===== src/rtl/dm_access_pkg.sv =====
// Shared encodings for the data-memory access controller and its lane unit.
package dm_access_pkg;

  localparam int LANE_W = 8;

  localparam logic [1:0] SZ_BYTE = 2'b00;
  localparam logic [1:0] SZ_HALF = 2'b01;
  localparam logic [1:0] SZ_WORD = 2'b10;
  localparam logic [1:0] SZ_ILL  = 2'b11;

  typedef enum logic [1:0] {
    IDLE,
    ACCESS,
    WRITE,
    RESP
  } state_e;

endpackage


===== src/rtl/dm_access_ctrl_lane_unit.sv =====
// Little-endian lane logic: load extract/extend and sub-word store merge.
module dm_lane_unit
  import dm_access_pkg::*;
(
  input  logic [31:0] dout,
  input  logic [1:0]  lane,
  input  logic [1:0]  size,
  input  logic        sext,
  input  logic [31:0] old_word,
  input  logic [31:0] wdata,
  output logic [31:0] load_data,
  output logic [31:0] merge_data
);

  logic [LANE_W-1:0]   byte_sel;
  logic [2*LANE_W-1:0] half_sel;

  // Halfwords use lane[1] only; odd-lane halves are rejected upstream.
  always_comb begin
    byte_sel   = dout[{lane, 3'b000} +: LANE_W];
    half_sel   = dout[{lane[1], 4'b0000} +: 2*LANE_W];
    load_data  = dout;
    merge_data = wdata;
    case (size)
      SZ_BYTE: begin
        load_data  = {{(32-LANE_W){sext & byte_sel[LANE_W-1]}}, byte_sel};
        merge_data = old_word;
        merge_data[{lane, 3'b000} +: LANE_W] = wdata[LANE_W-1:0];
      end
      SZ_HALF: begin
        load_data  = {{(32-2*LANE_W){sext & half_sel[2*LANE_W-1]}}, half_sel};
        merge_data = old_word;
        merge_data[{lane[1], 4'b0000} +: 2*LANE_W] = wdata[2*LANE_W-1:0];
      end
      default: ;
    endcase
  end

endmodule


===== src/rtl/dm_access_ctrl.sv =====
// Two-port round-robin sequencer for the word-wide data memory, with
// sub-word loads and read-modify-write sub-word stores.
module dm_access_ctrl
  import dm_access_pkg::*;
#(
  parameter int ADDR_W = 10,
  parameter int DATA_W = 32
) (
  input  logic              clk,
  input  logic              rst,
  input  logic              m0_req,
  input  logic              m0_we,
  input  logic [1:0]        m0_size,
  input  logic              m0_sext,
  input  logic [ADDR_W-1:0] m0_addr,
  input  logic [DATA_W-1:0] m0_wdata,
  output logic              m0_ack,
  input  logic              m1_req,
  input  logic              m1_we,
  input  logic [1:0]        m1_size,
  input  logic              m1_sext,
  input  logic [ADDR_W-1:0] m1_addr,
  input  logic [DATA_W-1:0] m1_wdata,
  output logic              m1_ack,
  output logic [DATA_W-1:0] rdata,
  output logic              err,
  output logic [ADDR_W-1:0] mem_addr,
  output logic [DATA_W-1:0] mem_din,
  output logic              mem_we,
  input  logic [DATA_W-1:0] mem_dout
);

  state_e state_q, state_d;

  logic              last_gnt_q, gnt_q, pick;
  logic              we_q, sext_q, err_q;
  logic [1:0]        size_q;
  logic [ADDR_W-1:0] addr_q, base;
  logic [DATA_W-1:0] wdata_q, merge_q, rdata_q;
  logic [DATA_W-1:0] load_data, merge_data;
  logic              illegal, mem_we_raw;

  assign base    = {addr_q[ADDR_W-1:2], 2'b00};
  assign illegal = (size_q == SZ_ILL) ||
                   (size_q == SZ_HALF && addr_q[0]) ||
                   (size_q == SZ_WORD && addr_q[1:0] != 2'b00);
  // last_gnt_q names the requester served most recently; on a tie the other one wins.
  assign pick    = m1_req & (~m0_req | ~last_gnt_q);
  assign rdata   = rdata_q;
  assign err     = err_q;
  assign mem_we  = mem_we_raw & ~rst;

  dm_lane_unit u_lane (
    .dout       (mem_dout),
    .lane       (addr_q[1:0]),
    .size       (size_q),
    .sext       (sext_q),
    .old_word   (merge_q),
    .wdata      (wdata_q),
    .load_data  (load_data),
    .merge_data (merge_data)
  );

  always_comb begin
    state_d    = state_q;
    mem_addr   = '0;
    mem_din    = '0;
    mem_we_raw = 1'b0;
    m0_ack     = 1'b0;
    m1_ack     = 1'b0;
    case (state_q)
      IDLE: if (m0_req || m1_req) state_d = ACCESS;
      ACCESS: begin
        mem_addr = base;
        if (illegal || !we_q) begin
          state_d = RESP;
        end else if (size_q == SZ_WORD) begin
          mem_din    = wdata_q;
          mem_we_raw = 1'b1;
          state_d    = RESP;
        end else begin
          state_d = WRITE;
        end
      end
      WRITE: begin
        mem_addr   = base;
        mem_din    = merge_data;
        mem_we_raw = 1'b1;
        state_d    = RESP;
      end
      RESP: begin
        m0_ack  = ~gnt_q;
        m1_ack  = gnt_q;
        state_d = IDLE;
      end
      default: state_d = IDLE;
    endcase
  end

  always_ff @(posedge clk) begin
    if (rst) begin
      state_q    <= IDLE;
      last_gnt_q <= 1'b1;
      gnt_q      <= 1'b0;
      we_q       <= 1'b0;
      size_q     <= '0;
      sext_q     <= 1'b0;
      addr_q     <= '0;
      wdata_q    <= '0;
      merge_q    <= '0;
      rdata_q    <= '0;
      err_q      <= 1'b0;
    end else begin
      state_q <= state_d;
      case (state_q)
        IDLE: begin
          rdata_q <= '0;
          err_q   <= 1'b0;
          if (m0_req || m1_req) begin
            gnt_q      <= pick;
            last_gnt_q <= pick;
            we_q       <= pick ? m1_we    : m0_we;
            size_q     <= pick ? m1_size  : m0_size;
            sext_q     <= pick ? m1_sext  : m0_sext;
            addr_q     <= pick ? m1_addr  : m0_addr;
            wdata_q    <= pick ? m1_wdata : m0_wdata;
          end
        end
        ACCESS: begin
          err_q   <= illegal;
          rdata_q <= (illegal || we_q) ? '0 : load_data;
          merge_q <= mem_dout;
        end
        default: ;
      endcase
    end
  end

endmodule

===== config.mk =====
export PLATFORM = sky130hd
export DESIGN_NAME = dm_access_ctrl
export DESIGN_NICKNAME = d
export VERILOG_FILES = /design/src/rtl/dm_access_pkg.sv /design/src/rtl/dm_access_ctrl_lane_unit.sv /design/src/rtl/dm_access_ctrl.sv
export SDC_FILE = /design/constraint.sdc
export NUM_CORES = 1
export LEC_CHECK = 0
export CAP_MARGIN = 15
export CORE_MARGIN = 2
export CORE_UTILIZATION = 53
export CTS_BUF_LIST = sky130_fd_sc_hd__clkbuf_4 sky130_fd_sc_hd__clkbuf_8
export DETAILED_ROUTE_END_ITERATION = 16
export PLACE_DENSITY = 0.88
export SLEW_MARGIN = 20
export SYNTH_ARGS = -nofsm -noshare
export SYNTH_HDL_FRONTEND = slang
export SYNTH_SLANG_ARGS = --single-unit

===== constraint.sdc =====
create_clock -name clk -period 4.9 [get_ports clk]
set_input_delay 0.98 -clock clk [delete_from_list [all_inputs] [get_ports clk]]
set_output_delay 0.98 -clock clk [all_outputs]
set_load 0.01 [all_outputs]

# After elaboration in Yosys (flattened, before gate mapping)
# Index checks and enable logic that the tools add are counted.
[word_totals]
mem_bits_ro = 0
output_inout_bits = 78
reg_bits = 115
input_bits = 128
ram_bits = 0
latchBits = 0
memories = 0
word_cells = 74
[classes]
reduce_logical = 14
n_mul = 0
shift = 6
n_addsub = 2
n_div = 0
muxes = 25
n_eq_ne = 7
n_bitwise = 9
order_cmp = 0
[op_table]
columns = ["op", "n"]
rows = [
  ["$pmux W32 S2", 4],
  ["$mux W32", 4],
  ["$bwmux W32", 2],
  ["$shift A16 B7 Y32 const A", 1],
  ["$shift A8 B7 Y32 const A", 1],
  ["$shiftx A16 B7 Y32", 1],
  ["$shiftx A32 B6 Y16", 1],
  ["$shiftx A32 B6 Y8", 1],
  ["$shiftx A8 B7 Y32", 1],
  ["$mux W10", 2],
  ["$neg A5 Y7", 2],
  ["$eq A2 B2 Y1 const B", 4],
  ["$mux W1", 8],
  ["$pmux W2 S4", 1],
  ["$logic_or A1 B1 Y1", 5],
  ["$and A1 B1 Y1", 4],
  ["$eq A2 B1 Y1 const B", 2],
  ["$logic_not A2 Y1", 2],
  ["$mux W2", 2],
  ["$not A1 Y1", 4],
  ["$pmux W1 S2", 2],
  ["$reduce_bool A2 Y1", 2],
  ["$logic_and A1 B1 Y1", 2],
  ["$ne A2 B2 Y1 const B", 1],
  ["other kinds (4)", 4],
]

# Depth between registers and ports, before layout
[logic_depth]
depth_word = 8
depth_mapped = 9
depth_no_buf = 6

# Modules after synthesis
# Synthesis repeated with hierarchy kept, for this count alone.
[unflattened]
hier_cells = 802
hier_area_um2 = 6761.5
[modules_own_cells]
columns = ["mod", "cells_per_inst", "instances", "area_per_inst_um2"]
rows = [
  ["dm_access_ctrl", 527, 1, 4817.1],
  ["dm_lane_unit", 275, 1, 1944.4],
]

# Worst setup path after synthesis
# Ideal clock, no wire load.
[synth_timing]
kind = "register to output"
startpoint = "register addr_q[1]"
endpoint = "output port mem_din[29]"
n_path_buf = 2
required_ps = 3920
path_slack_ps = 1770
path_stages_with_launch = 9
arrival_time_ps = 2150
cell_sequence = "dfxtp_1 > buf_4 > buf_2 > inv_1 > ha_1 > nor4b_4 > a311oi_1 > nor4_1 > o22a_1"
[synth_via]
elab_chain_len = 6
elab_cells_between_ends = 15
classes_between = "2 x add/sub; 4 x shift; 5 x mux; 4 x reduce/logical"
[synth_lines]
columns = ["item", "line", "source"]
rows = [
  ["from (decl)", "dm_access_ctrl.sv:38", "logic [ADDR_W-1:0] addr_q, base;"],
  ["from (signal assigned)", "dm_access_ctrl.sv:125", "addr_q <= pick ? m1_addr : m0_addr;"],
  ["parallel branches: the longest is 5 deep, another holds $neg A5 Y7", "--", ""],
  ["$pmux W32 S2 *", "dm_access_ctrl.sv:71", "case (state_q)"],
  ["to (decl)", "dm_access_ctrl.sv:28", "output logic [DATA_W-1:0] mem_din,"],
]
# Mark *: on every way between the ends.

# Final worst setup path
[layout_timing]
startpoint = "register state_q[1]"
endpoint = "output port mem_din[1]"
[layout_via]
elab_chain_len = 2
elab_cells_between_ends = 3
classes_between = "2 x eq/ne; 1 x mux"
[layout_lines]
columns = ["item", "line", "source"]
rows = [
  ["from (decl)", "dm_access_ctrl.sv:33", "state_e state_q, state_d;"],
  ["from (signal assigned)", "dm_access_ctrl.sv:114", "state_q <= state_d;"],
  ["$eq A2 B2 Y1 / $eq A2 B1 Y1 (equally long branches)", "dm_access_ctrl.sv:71", ""],
  ["$pmux W32 S2 *", "dm_access_ctrl.sv:71", ""],
]
# Every way passes the cells marked *; elsewhere a longest branch is shown, timed or not.

==> run metrics <==
status completed; hold_sp rdata[13]$_SDFFE_PP0P_; Clock Skews 7.24 ps; initial DRC count 879; Nets 1119; total power 4470 uW; Post-CTS Resized 0; DP Wirelength 15900 um; Post-Route Setup TNS 0 ps; power density over the cells 485 nW/um^2; post-synth top area cell dfxtp_1; CTS tree yes; YS warnings 0; fmax 226 MHz; Slew Limit Headroom 33.6%; CTS buffer count 17; area of the multi-input gates 4180 um^2; setup ws final 471 ps; Hold Vio Cnt, Final 0; Async SR Flop Fraction 0%; setup bufs post-CTS 0; synth top area cells dfxtp_1 33%, mux2i_1 12%, a211oi_1 5.9%; share of cells above drive strength 1 8.04%; Die X 118 um; first-pass GRT wire length 35100 um; I/O Buffers 203; Max VDD drop 364 uV; worst-margin pin slew 996 ps; gr ovfl total 0; Core Area 12700 um^2; Top FF cell, synth dfxtp_1; critical path peak fanout 22; Synth Register Bits 115; Worst Setup Start Kind register; post-synthesis cell area 6920 um^2; DRT antenna net count 0; clock sinks 115; worst r2r src size_q[0]$_SDFFE_PP0P_; RSZ-0062 raised after global routing false; Mapped Cells 826; # fillers 1017; post-cts hold buffer count 0; Syn Area/Cell 8.38 um^2; Worst-path clk slew 70 ps; final wirelength 22100 um; pin count of the biggest net entering global routing 95; Synth cell types 67; Worst-Skew Late Latency 450 ps; aggregate global-route resource usage 31.5%; P&R area growth vs syn 33.3%; CP startpoint state_q[1]$_SDFFE_PP0P_; Slew Limit Fails 0; # setup viols final 0; Max Cap Violations 0; Register Area 2300 um^2; sequential share of the synthesized area 33.3%; P_leak 0.00341 uW; Worst Setup End Kind output pin; Initial DRT Pass Iterations 5; vias in the first global route 6639; Rows 41; proportion of netlist area held by the largest area contributor 33.3%; Period minus WS final 4430 ps; critical path data required time 3920 ps; # DRC 0; Hold WC Path Type reg -> reg; CTS max path bufs 2; CTS root buffer clkbuf_8; Die H 118 um; full die area 14000 um^2; Avg Vias per Cell 6.09; fin util 72.8%; Final period util 90.4%; Vias 7103; CP arrival 3450 ps; Crit Path Class reg -> out; routed len/inst 19.0 um; IO Count 206; Initial Util 54.6%; initial antenna violation count 0; Final Wtd Congestion 0.920; Setup WS pre-CTS 1010 ps; H-tree levels 4; Post-synth EDFFs 0; ANT cells 0
[kinds of logic after synthesis]
family                   synth area share (%)
adder cells (fa/ha/maj)                  1.63
multiplexers                             12.8
other                                  0.0542
buffers and inverters                    6.76
AND/OR/NAND/NOR                          18.2
flip-flops                               33.3
AO/OA/AOI/OAI                            27.3
[state kept, by name, indices dropped and copies added, names as in the netlist]
name,count
size_q,2
wdata_q,32
err,1
gnt_q,1
last_gnt_q,1
addr_q,10
merge_q,32
state_q,2
we_q,1
rdata,32
sext_q,1
[through the flow]
| stage | hold WS, ps | cell area (um^2) | std cells |
|---|---|---|---|
| 2_1_floorplan | 453 | 6930 | 827 |
| 5_1_grt | 476 | 9230 | 1167 |
| 6_report | 454 | 9230 | 1167 |
| 3_5_place_dp | 445 | 8870 | 1135 |
| 4_1_cts | 458 | 9230 | 1167 |
| 3_3_place_gp | 436 | 8870 | 1135 |
[where the power goes]
part / switching [uW] / internal [uW] / leakage (uW)
clock: 382 / 431 / 0.000195
sequential: 310 / 1190 / 0.000945
combinational: 1240 / 924 / 0.00227
total: 1930 / 2540 / 0.00341
[routing by layer]
metal,part of all wire [%],track usage [%],up-vias,wire length [um]
met5,0,0,-,0
met4,3.2,12.6,0,709
met3,11,8.78,62,2350
met2,45,49.8,426,10000
met1,41,40.5,3259,9030
li1,-,-,3356,-
[final cells by class]
class	instances	area share (%)
Sequential cell	115	25.0
Clock buffer	21	3.00
Multi-Input combinational cell	620	45.3
Inverter	15	0.610
Timing Repair Buffer	213	22.9
Tap cell	172	2.33
Clock inverter	11	0.935
[Yosys cell counts (8+ instances only)]
| master | n |
|---|---|
| nor2b_1 | 11 |
| nand3_1 | 10 |
| nand2_1 | 74 |
| a21oi_1 | 34 |
| a32oi_1 | 13 |
| nor3_1 | 13 |
| clkbuf_1 | 30 |
| buf_2 | 26 |
| o21bai_1 | 8 |
| and2b_1 | 8 |
| o21ai_2 | 10 |
| o31ai_1 | 10 |
| o2111ai_1 | 12 |
| a21o_1 | 13 |
| a211oi_1 | 54 |
| mux2i_1 | 86 |
| o21ai_0 | 34 |
| a221oi_1 | 11 |
| buf_4 | 10 |
| ha_1 | 9 |
| inv_1 | 14 |
| o22ai_1 | 17 |
| and2_1 | 11 |
| dfxtp_1 | 115 |
| nor2_1 | 100 |
[critical path: stages (launching register included)]
cell	delay (ps)
dfxtp_1	420
inv_1	90
ha_1	520
and2_1	700
and2_1	370
a32oi_1	90
o21ai_1	230
clkdlybuf4s50_1	580
[placed cells by master, fill, tap and decap left out, drive strengths merged, types with 10 or more instances in the layout]
| cell type | netlist | layout |
|---|---|---|
| o31ai | 10 | 10 |
| nand2 | 75 | 75 |
| o22ai | 17 | 17 |
| clkbuf | 30 | 21 |
| nand3 | 10 | 10 |
| mux2i | 87 | 87 |
| inv | 15 | 15 |
| o2111ai | 12 | 12 |
| and2 | 11 | 11 |
| a32oi | 13 | 13 |
| a211oi | 54 | 54 |
| nor2 | 100 | 100 |
| buf | 47 | 11 |
| a21o | 13 | 13 |
| a221oi | 11 | 11 |
| a21oi | 35 | 35 |
| clkdlybuf4s50 | 0 | 202 |
| o21ai | 51 | 51 |
| nor2b | 11 | 11 |
| dfxtp | 115 | 115 |
| nor3 | 15 | 15 |
[path summary, 6_finish.rpt]
kind	endpoint	slack [ps]	cells past startpoint
max	mem_din[1]	470	7
min	rdata[13]$_SDFFE_PP0P_	450	2
max reg2reg	rdata[31]$_SDFFE_PP0P_	2350	5
min reg2reg	rdata[13]$_SDFFE_PP0P_	450	2
Note: power is estimated with default switching activity, not from simulation.
